`src/rtl/yolov4_layer_seq.sv`:
```
// Layer/tile sequencer for the YOLOv4 accelerator: walks layers and tiles through
// weight-load, ifm-load, compute and store phases via req/done handshakes.
module yolov4_layer_seq #(
    parameter int unsigned LAYER_W = 4,
    parameter int unsigned TILE_W  = 8,
    parameter int unsigned STATE_W = 4
) (
    input  logic               clk,
    input  logic               rst,
    input  logic               start,
    input  logic               abort,
    input  logic [LAYER_W-1:0] num_layers,
    input  logic [TILE_W-1:0]  layer_tiles,
    input  logic               wgt_done,
    input  logic               ifm_done,
    input  logic               cmp_done,
    input  logic               st_done,
    output logic               wgt_req,
    output logic               ifm_req,
    output logic               cmp_req,
    output logic               st_req,
    output logic [STATE_W-1:0] state,
    output logic [LAYER_W-1:0] layer_idx,
    output logic [TILE_W-1:0]  tile_idx,
    output logic               busy,
    output logic               done
);

    localparam logic [STATE_W-1:0] S_IDLE       = STATE_W'(0);
    localparam logic [STATE_W-1:0] S_LOAD_WGT   = STATE_W'(1);
    localparam logic [STATE_W-1:0] S_LOAD_IFM   = STATE_W'(2);
    localparam logic [STATE_W-1:0] S_COMPUTE    = STATE_W'(3);
    localparam logic [STATE_W-1:0] S_STORE      = STATE_W'(4);
    localparam logic [STATE_W-1:0] S_NEXT_LAYER = STATE_W'(5);
    localparam logic [STATE_W-1:0] S_DONE       = STATE_W'(6);

    logic [STATE_W-1:0] r_state,     w_state_nxt;
    logic [LAYER_W-1:0] r_layer_idx, w_layer_nxt;
    logic [TILE_W-1:0]  r_tile_idx,  w_tile_nxt;
    logic [LAYER_W-1:0] r_nl,        w_nl_nxt;
    logic [TILE_W-1:0]  r_nt,        w_nt_nxt;

    logic r_wgt_req, r_ifm_req, r_cmp_req, r_st_req, r_busy, r_done;
    logic w_wgt_req_nxt, w_ifm_req_nxt, w_cmp_req_nxt, w_st_req_nxt, w_busy_nxt, w_done_nxt;

    // State, counters and registered outputs
    always_ff @(posedge clk or posedge rst) begin
        if (rst) begin
            r_state     <= S_IDLE;
            r_layer_idx <= '0;
            r_tile_idx  <= '0;
            r_nl        <= LAYER_W'(1);
            r_nt        <= TILE_W'(1);
            r_wgt_req   <= 1'b0;
            r_ifm_req   <= 1'b0;
            r_cmp_req   <= 1'b0;
            r_st_req    <= 1'b0;
            r_busy      <= 1'b0;
            r_done      <= 1'b0;
        end else begin
            r_state     <= w_state_nxt;
            r_layer_idx <= w_layer_nxt;
            r_tile_idx  <= w_tile_nxt;
            r_nl        <= w_nl_nxt;
            r_nt        <= w_nt_nxt;
            r_wgt_req   <= w_wgt_req_nxt;
            r_ifm_req   <= w_ifm_req_nxt;
            r_cmp_req   <= w_cmp_req_nxt;
            r_st_req    <= w_st_req_nxt;
            r_busy      <= w_busy_nxt;
            r_done      <= w_done_nxt;
        end
    end

    // Next state; abort outranks every done strobe
    always_comb begin
        w_state_nxt = r_state;
        w_layer_nxt = r_layer_idx;
        w_tile_nxt  = r_tile_idx;
        w_nl_nxt    = r_nl;
        w_nt_nxt    = r_nt;
        if (r_state != S_IDLE && abort) begin
            w_state_nxt = S_IDLE;
            w_layer_nxt = '0;
            w_tile_nxt  = '0;
        end else begin
            case (r_state)
                S_IDLE: begin
                    if (start) begin
                        w_state_nxt = S_LOAD_WGT;
                        w_layer_nxt = '0;
                        w_tile_nxt  = '0;
                        w_nl_nxt    = (num_layers == '0) ? LAYER_W'(1) : num_layers;
                    end
                end
                S_LOAD_WGT: begin
                    if (wgt_done) begin
                        w_state_nxt = S_LOAD_IFM;
                        w_nt_nxt    = (layer_tiles == '0) ? TILE_W'(1) : layer_tiles;
                    end
                end
                S_LOAD_IFM: begin
                    if (ifm_done) w_state_nxt = S_COMPUTE;
                end
                S_COMPUTE: begin
                    if (cmp_done) w_state_nxt = S_STORE;
                end
                S_STORE: begin
                    if (st_done) begin
                        if (r_tile_idx == r_nt - TILE_W'(1)) begin
                            w_state_nxt = S_NEXT_LAYER;
                        end else begin
                            // Weights stay resident across tiles of a layer
                            w_tile_nxt  = r_tile_idx + TILE_W'(1);
                            w_state_nxt = S_LOAD_IFM;
                        end
                    end
                end
                S_NEXT_LAYER: begin
                    if (r_layer_idx == r_nl - LAYER_W'(1)) begin
                        w_state_nxt = S_DONE;
                    end else begin
                        w_layer_nxt = r_layer_idx + LAYER_W'(1);
                        w_tile_nxt  = '0;
                        w_state_nxt = S_LOAD_WGT;
                    end
                end
                S_DONE:  w_state_nxt = S_IDLE;
                default: w_state_nxt = S_IDLE;
            endcase
        end
    end

    // Output decode of the next state, registered alongside it
    always_comb begin
        w_wgt_req_nxt = (w_state_nxt == S_LOAD_WGT);
        w_ifm_req_nxt = (w_state_nxt == S_LOAD_IFM);
        w_cmp_req_nxt = (w_state_nxt == S_COMPUTE);
        w_st_req_nxt  = (w_state_nxt == S_STORE);
        w_busy_nxt    = (w_state_nxt != S_IDLE);
        w_done_nxt    = (w_state_nxt == S_DONE);
    end

    assign wgt_req   = r_wgt_req;
    assign ifm_req   = r_ifm_req;
    assign cmp_req   = r_cmp_req;
    assign st_req    = r_st_req;
    assign busy      = r_busy;
    assign done      = r_done;
    assign state     = r_state;
    assign layer_idx = r_layer_idx;
    assign tile_idx  = r_tile_idx;

endmodule

```
`config.mk`:
```
export PLATFORM = sky130hd
export DESIGN_NAME = yolov4_layer_seq
export DESIGN_NICKNAME = d
export VERILOG_FILES = /design/src/rtl/yolov4_layer_seq.sv
export SDC_FILE = /design/constraint.sdc
export NUM_CORES = 1
export LEC_CHECK = 0
export ABC_AREA = 1
export BUFFER_PORTS_ARGS = -buffer_cell sky130_fd_sc_hd__buf_2
export CORE_ASPECT_RATIO = 0.8
export CORE_MARGIN = 3
export CORE_UTILIZATION = 55
export DETAILED_ROUTE_END_ITERATION = 16
export PLACE_DENSITY = 0.89
export SYNTH_ARGS = -nofsm -noshare
export SYNTH_HDL_FRONTEND = slang
export SYNTH_SLANG_ARGS = --single-unit
```
`constraint.sdc`:
```
create_clock -name clk -period 2.4 [get_ports clk]
set_input_delay 0 -clock clk [delete_from_list [all_inputs] [get_ports clk]]
set_output_delay 0 -clock clk [all_outputs]
set_load 0.01 [all_outputs]
```
After elaboration in Yosys (flattened, before gate mapping)
Index checks and enable logic that the tools add are counted.
{"block": "totals", "inputBits": 20, "reg_bits": 34, "output_inout_bits": 22, "word_cells": 65}
{"block": "classes", "add_sub_neg": 4, "reduce_logical": 12, "mux": 21, "eq_ne": 16, "bitwise_logic": 1}
{"op": "2-to-1 mux 8 bit", "n": 6}
{"op": "2-to-1 mux 4 bit", "n": 10}
{"op": "one-hot mux 4 bit (6 select lines)", "n": 1}
{"op": "one-hot mux 8 bit (3 select lines)", "n": 1}
{"op": "equality test 4 x 2 -> 1 bit (second input constant)", "n": 4}
{"op": "equality test 4 x 3 -> 1 bit (second input constant)", "n": 4}
{"op": "inequality test 3 bit (second input constant)", "n": 4}
{"op": "nonzero test 4 bit", "n": 3}
{"op": "AND reduction 3 bit", "n": 3}
{"op": "adder 8 x 1 -> 8 bit (second input constant)", "n": 1}
{"op": "equality test 4 x 1 -> 1 bit (second input constant)", "n": 2}
{"op": "equality test 8 bit", "n": 1}
{"op": "zero test 4 bit", "n": 2}
{"op": "zero test 8 bit", "n": 1}
{"op": "one-hot mux 4 bit (2 select lines)", "n": 1}
{"op": "subtractor 8 x 1 -> 8 bit (second input constant)", "n": 1}
{"op": "2-to-1 mux 3 bit", "n": 2}
{"op": "AND reduction 5 bit", "n": 1}
{"op": "adder 4 x 1 -> 4 bit (second input constant)", "n": 1}
{"op": "equality test 4 bit", "n": 1}
{"op": "subtractor 4 x 1 -> 4 bit (second input constant)", "n": 1}
{"op": "nonzero test 3 bit", "n": 1}
{"op": "logical AND 1 bit", "n": 1}
{"op": "inverter 1 bit", "n": 1}

Longest topological paths before layout
Gate-level depths: netlist of run 1.
{"block": "logic_depth", "word_depth": 7, "depth_mapped": 16, "mapped_depth_nobuf": 15}

Worst setup path after synthesis of run 1
OpenSTA, ideal clock, no wires.
{"block": "synth_timing", "path_type": "register to register", "startpoint": "register r_nt[0]", "endpoint": "register r_tile_idx[6], in the netlist tile_idx[6]", "arrival_ns": 1.898, "path_buffers": 1, "synth_period_minus_slack_ns": 1.972, "path_stages_with_launch": 17, "setup_ns": 0.074, "required_ns": 2.326, "slack_ns": 0.428, "path_cell_list": "dfstp_2 > inv_2 > ha_1 > nand2_1 > inv_1 > nor2_1 > nand2_1 > nor2_1 > nand3_1 > nor2_2 > nand2_2 > nand2_4 > nand2_4 > nand2_4 > buf_12 > nand2_2 > o21ai_2"}
{"block": "synth_via", "elab_chain_cells": 4}
{"element": "from (decl)", "line": "41", "text": "logic [TILE_W-1:0] r_nt, w_nt_nxt;"}
{"element": "from (signal assigned)", "line": "65", "text": "r_nt <= w_nt_nxt;"}
{"element": "subtractor 8 x 1 -> 8 bit", "line": "110", "text": "if (r_tile_idx == r_nt - TILE_W'(1)) begin"}
{"element": "equality test 8 bit", "line": "110"}
{"element": "inequality test 3 bit (no line)"}
{"element": "AND reduction 5 bit (no line)"}
{"element": "to (signal assigned)", "line": "63", "text": "r_tile_idx <= w_tile_nxt;"}
{"element": "to (decl)", "line": "39", "text": "logic [TILE_W-1:0] r_tile_idx, w_tile_nxt;"}
No other way between the ends.
A chain may end at the register's enable or synchronous reset.

Worst setup path after layout of run 1
{"block": "layout_timing", "startpoint": "register r_nt[0]", "endpoint": "register r_tile_idx[1], in the netlist tile_idx[1]"}
The elaborated chain is that of the path after synthesis.

==> results of run 1 <==
## worst max-delay path, delay by kind of cell (launching register included)
kind,cells,cell delay [ps]
simple gates,11,1100
compound gates,1,70
buf+inv,2,150
flops,1,560
fa+ha+maj,1,270
## final cells by class
type | instances | share of cell area [%]
multi-input cells | 210 | 43.0
flip-flops and latches | 34 | 32.3
repair buffers | 56 | 13.3
inverters | 39 | 5.54
clock buffers | 7 | 3.27
well taps | 52 | 2.46
clock inverters | 1 | 0.189
## synthesized netlist by cell type, drive strengths merged (2+ instances only)
master	n	area share, %
xor2	7	2.8
nor3b	3	1.0
mux2	2	1.0
nand3	20	4.9
dfrtp	32	37
nand2	86	17
dfstp	2	2.4
a21oi	6	1.4
nand4	4	1.2
xnor2	3	1.2
ha	4	2.3
inv	39	6.8
o21ai	24	7.1
buf	2	1.2
nand3b	2	0.87
nor2	36	8.3
nor3	10	2.3
## cells in the final DEF (no fill, tap or decap), drive strengths merged
| cell type | count |
|---|---|
| xor2 | 7 |
| o21ai | 24 |
| dfrtp | 32 |
| ha | 4 |
| and2 | 1 |
| clkbuf | 7 |
| clkinv | 1 |
| nor3b | 3 |
| nor3 | 10 |
| a21oi | 6 |
| nor2 | 36 |
| dlygate4sd3 | 13 |
| xnor2 | 3 |
| buf | 43 |
| or2 | 1 |
| nand3b | 2 |
| nand4 | 4 |
| dfstp | 2 |
| conb | 1 |
| mux2 | 2 |
| nand3 | 20 |
| inv | 39 |
| nand2 | 86 |
## power groups by stage
stage               clock, mW  combinational (mW)  sequential (mW)
detailed placement          0               0.536            0.751
finish                  0.440               0.578            0.745
CTS                     0.446               0.556            0.740
global route            0.479               0.645            0.753
global placement            0               0.514            0.748
floorplan                   0               0.431            0.737
## state kept, by name, indices dropped and copies added, names as in the netlist
signal / flops
wgt_req: 1
cmp_req: 1
r_nt: 8
tile_idx: 8
state: 4
r_nl: 4
done: 1
ifm_req: 1
busy: 1
st_req: 1
layer_idx: 4
## path summary, 6_finish.rpt
| check | slack (ps) | cells past startpoint | startpoint | endpoint |
|---|---|---|---|---|
| max reg2reg | 150 | 15 | r_nt[0]$_DFFE_PP1P_ | tile_idx[1]$_DFFE_PP0P_ |
| min reg2reg | 510 | 2 | r_nl[0]$_DFFE_PP1P_ | r_nl[0]$_DFFE_PP1P_ |
| min | 100 | 4 | abort | tile_idx[0]$_DFFE_PP0P_ |
| max | 150 | 15 | r_nt[0]$_DFFE_PP1P_ | tile_idx[1]$_DFFE_PP0P_ |
| max in group asynchronous | 1710 | 4 | rst | r_nt[0]$_DFFE_PP1P_ |
| min in group asynchronous | 340 | 4 | rst | tile_idx[6]$_DFFE_PP0P_ |
## repair_timing
item | CTS | global route
hold buffers | 13 | 0
setup buffers | 0 | 0
hold endpoints to repair | 44 | 0
## layer usage
layer	track usage, %	up-vias	share of wire, %
li1	-	1024	-
met5	0	-	0
met2	37.7	89	46
met4	14.7	0	4.8
met3	5.64	27	6.6
met1	30.2	972	42
## cell families (layout without fill, tap and decap cells)
family,after synthesis,count (layout)
flops,34,34
other cells,1,1
fa+ha+maj,4,4
compound gates,30,30
mux,2,2
simple gates,163,163
xor+xnor,10,10
buf+inv,42,103
==> out/metrics.csv, run 1 <==
metric;value;unit
outcome;completed;
crit_type;reg2reg;
synthSimpleGateAreaFrac;36.4;%
synth.area.mux_share;1.04;%
placed_cell_area;2420;um2
synth-seq-cells;34;
areaGrowthSynthToFinish;22.1;%
clock_latency;290;ps
syn_inst;286;
core_area;3610;um2
cp_max_fo;16;
tritoncts;yes;
ios;42;
place_congestion;0.872;
grt_pass1_wl;8980;um
grt_pass1_vias;2009;
p_int;1.11;mW
critPathLaunchType;flip-flop;
drv_slew;0;
globalRouteOverflowTotal;0;
rsz0062_at_grt;no;
grt_max_degree;35;
fillCellCount;286;
synth_compound_area_share;8.50;%
hold_path.class;in2reg;
synthAdderAreaFrac;2.31;%
combPwrFrac;32.8;%
hold_violations;0;
cp.required;2620;ps
drtAntennaViolNets;0;
drive_gt1_share;25.9;%
p_sw_share;37.3;%
fin_cells;399;
rows;19;
place_hpwl;3550;um
async_flop_share;100;%
finalWirelength;5260;um
max_freq;445;MHz
setup_viol;0;
multi_input_area;1140;um2
clk_pin_slew;60;ps
critPathCaptureType;flip-flop;
dr.first_iter.drc_count;237;
cts.repair.resized;0;
grt_antenna_before_repair;0;
dieArea;4730;um2
viasPerCell;5.29;
cts_made_buffers;5;
initial_utilization;59.9;%
setup_tns;0;ps
syn_area;2160;um2
diodes;0;
post_synth.cell_area_avg;7.57;um2
final_util;73.1;%
skew;6.86;ps
p_seq_share;42.2;%
synth-main-ff-cell;dfrtp_1;
max_stage_delay;560;ps
synth_xor_area_share;4.05;%
holdWs;96.1;ps
finalCritPeriodShare;93.7;%
ff_latch_area;853;um2
finalInstanceArea;2640;um2
synth_fp_nets;310;
track_usage;24.0;%
power;1.76;mW
cts_sinks;34;
dp.cells;378;
cp_slowest_cell;dfstp_2;
ys_warn_count;0;
setup_ws;152;ps
post-place-ws;208;ps
ctsRootBufferMaster;clkbuf_8;
die_w;76.1;um
peakVddDrop;0.000448;V
num_vias;2112;
power_density;667;nW/um2
worst_ep_arrival_time;2460;ps
cap_violations;0;
cp_cell_sequence;inv_2 -> ha_1 -> inv_1 -> nand2_1 -> nand3_1 -> nand2_1 -> nor2_1 -> nand3_1 -> nor2_2 -> nand2_2 -> nand2_4 -> nand2_4 -> nand2_4 -> nand2_1 -> o21ai_2;
ys_types;32;
nets;370;
port-buffer-count;41;
die_h;62.1;um
synth_top_family_by_area;simple AND/OR/NAND/NOR gates;
drcViolationCount;0;
yosysSeqAreaShare;39.4;%
pwr-share-clk;25.0;%
first_pass_iters;4;
htreeDepth;2;
cts_buffer_depth;2;
wl_per_cell;13.2;um
p_sw;0.659;mW
min_period;2250;ps
synth_edf_count;0;
leakagePower;1.41;nW
Note: power is estimated with default switching activity, not from simulation.
==> run 2, diff against run 1 <==
Settings changed: CORE_UTILIZATION 55 to 57, CTS_BUF_LIST set to sky130_fd_sc_hd__clkbuf_4 sky130_fd_sc_hd__clkbuf_8, PLACE_DENSITY 0.89 to 0.92.
==> run 2 against run 1 <==
Net effect:
- clock skew is 1.2 ps higher
- combinational power is 7.6% higher
- sequential power hardly changed
- via count is 2.5% higher
- highest routed layer unchanged
==> out/metrics.csv, run 2 (same netlist as run 1, synthesis figures left out) <==
metric;value;unit;change
num_vias;2164;;+2.5%
crit_type;reg2reg;;
cp_max_fo;8;;-8
max_stage_delay;560;ps;about the same
rows;19;;unchanged
peakVddDrop;0.000726;V;+62%
grt_antenna_before_repair;0;;unchanged
track_usage;25.3;%;+1.2 points
ios;42;;unchanged
hold_path.class;in2reg;;
first_pass_iters;5;;+1
critPathCaptureType;flip-flop;;
diodes;0;;unchanged
hold_start;layer_tiles[0];;
clock_latency;300;ps;about the same
drv_slew;0;;unchanged
drtAntennaViolNets;0;;unchanged
cp.required;2580;ps;-40 ps
setup_viol;0;;unchanged
worst_ep_arrival_time;2390;ps;-70 ps
worstReg2RegEnd;tile_idx[2]$_DFFE_PP0P_;;
areaGrowthSynthToFinish;23.6;%;
met1_usage;29.8;%;-0.44 points
dr.first_iter.drc_count;256;;+8.0%
fin_cells;389;;-2.5%
wl_per_cell;14.2;um;+8.1%
clk_pin_slew;70;ps;about the same
rr_worst_depth;10;;-5
hold_violations;0;;unchanged
layout_common_cells;73 x nand2_1, 41 x buf_2, 35 x inv_1, 32 x dfrtp_1, 27 x nor2_1;;
cts_buffer_depth;2;;unchanged
place_hpwl;3610;um;+1.8%
post_cts_buffers;0;;unchanged
dieArea;4580;um2;-3.2%
pwr-share-clk;27.9;%;+2.9 points
port-buffer-count;41;;unchanged
crit-reg2reg-launch;r_nl[0]$_DFFE_PP1P_;;
ctsRootBufferMaster;clkbuf_8;;
grt_max_degree;35;;unchanged
cap_violations;0;;unchanged
grt_pass1_wl;8580;um;-4.5%
p_sw;0.698;mW;+6.0%
viasPerCell;5.56;;+5.1%
fillCellCount;230;;-20%
rsz0062_at_grt;no;;
cts_sinks;34;;unchanged
p_int;1.20;mW;+8.5%
ff_latch_area;853;um2;unchanged
finalWirelength;5540;um;+5.3%
htreeDepth;2;;unchanged
cp_cell_sequence;inv_1 -> ha_1 -> xor2_1 -> o21ai_0 -> nor2_1 -> nand3_2 -> nand3b_2 -> nand2_1 -> nand2_4 -> o21ai_2;;
setup_tns;0;ps;unchanged
p_seq_share;39.3;%;-2.9 points
drcViolationCount;0;;unchanged
skew;8.04;ps;+1.18 ps
die_h;61.1;um;-1.6%
min_period;2210;ps;-41.9 ps
cpLargestDelayFamily;simple AND/OR/NAND/NOR gates;;
dp.cells;368;;-2.6%
finalCritPeriodShare;91.9;%;-1.7 points
path_buf_inv;1;;-1
rrSetupSlack;190;ps;+40 ps
drive_gt1_share;27.4;%;+1.4 points
place_congestion;0.889;;+1.9%
die_w;74.9;um;-1.6%
final_common_cell;nand2_1;;
globalRouteOverflowTotal;0;;unchanged
cp_slowest_cell;dfstp_2;;
grt_pass1_vias;2026;;+0.85%
hold_end;r_nt[0]$_DFFE_PP1P_;;
p_sw_share;36.8;%;-0.56 points
power_density;709;nW/um2;+6.3%
hold_depth;3;;-1
multi_input_area;1170;um2;+3.3%
combPwrFrac;32.8;%;about the same
outcome;completed;;
leakagePower;1.43;nW;+0.91%
grt_busiest_layer;met2;;
critPathLaunch;r_nl[0]$_DFFE_PP1P_;;
critPathLaunchType;flip-flop;;
crit_cells;10;;-5
tritoncts;yes;;
initial_utilization;61.1;%;+1.2 points
nets;370;;unchanged
grt_use_met3;8.48;%;+2.8 points
core_area;3540;um2;-2.0%
max_freq;453;MHz;+1.9%
final_util;75.5;%;+2.4 points
gr-usage-met2;41.2;%;+3.5 points
cts_made_buffers;5;;unchanged
-- run 2: final cells by class --
type | count | share of cell area, %
Multi-Input combinational cell | 211 | 43.9
Sequential cell | 34 | 31.9
Timing Repair Buffer | 55 | 12.7
Inverter | 39 | 5.47
Clock buffer | 5 | 2.57
Tap cell | 42 | 1.96
Clock inverter | 3 | 1.50
-- run 2: tightest hold or removal path: stages --
cell and delay, ps:
buf_2 80, o21ai_0 120, o21ai_0 120
-- run 2: how the worst max path moves through the flow --
stage,end,slack (ps)
2_1_floorplan,tile_idx[6]$_DFFE_PP0P_,430
3_3_place_gp,tile_idx[7]$_DFFE_PP0P_,270
3_5_place_dp,tile_idx[2]$_DFFE_PP0P_,180
4_1_cts,tile_idx[2]$_DFFE_PP0P_,100
5_1_grt,st_req$_DFF_PP0_,40
6_report,tile_idx[2]$_DFFE_PP0P_,190
-- run 2: timing repair --
action                     4_1_cts  5_1_grt
resized for setup                0        4
hold buffers                    12        0
hold endpoints to repair        43        0
setup endpoints to repair        0       14
-- run 2: routing by layer --
layer | wire length, um | vias to the layer above | share of wire, %
li1 | - | 1026 | -
met1 | 2290 | 988 | 41
met2 | 2580 | 125 | 47
met3 | 493 | 25 | 8.9
met4 | 177 | 0 | 3.2
met5 | 0 | - | 0
-- run 2: through the flow --
| step | hold WS [ps] | cell area (um2) | power, mW | worst slack (ps) |
|---|---|---|---|---|
| floorplan | 121 | 2160 | 1.17 | 428 |
| global placement | 108 | 2410 | 1.26 | 266 |
| detailed placement | 123 | 2410 | 1.29 | 179 |
| CTS | 35.6 | 2640 | 1.84 | 103 |
| global route | 106 | 2680 | 1.99 | 44.5 |
| finish | 78.8 | 2680 | 1.90 | 194 |
-- run 2: power groups by stage --
stage | clock network, mW | logic (mW) | registers, mW
detailed placement | 0 | 0.539 | 0.750
finish | 0.529 | 0.622 | 0.746
CTS | 0.530 | 0.571 | 0.740
global placement | 0 | 0.514 | 0.747
global route | 0.550 | 0.693 | 0.750
floorplan | 0 | 0.431 | 0.737
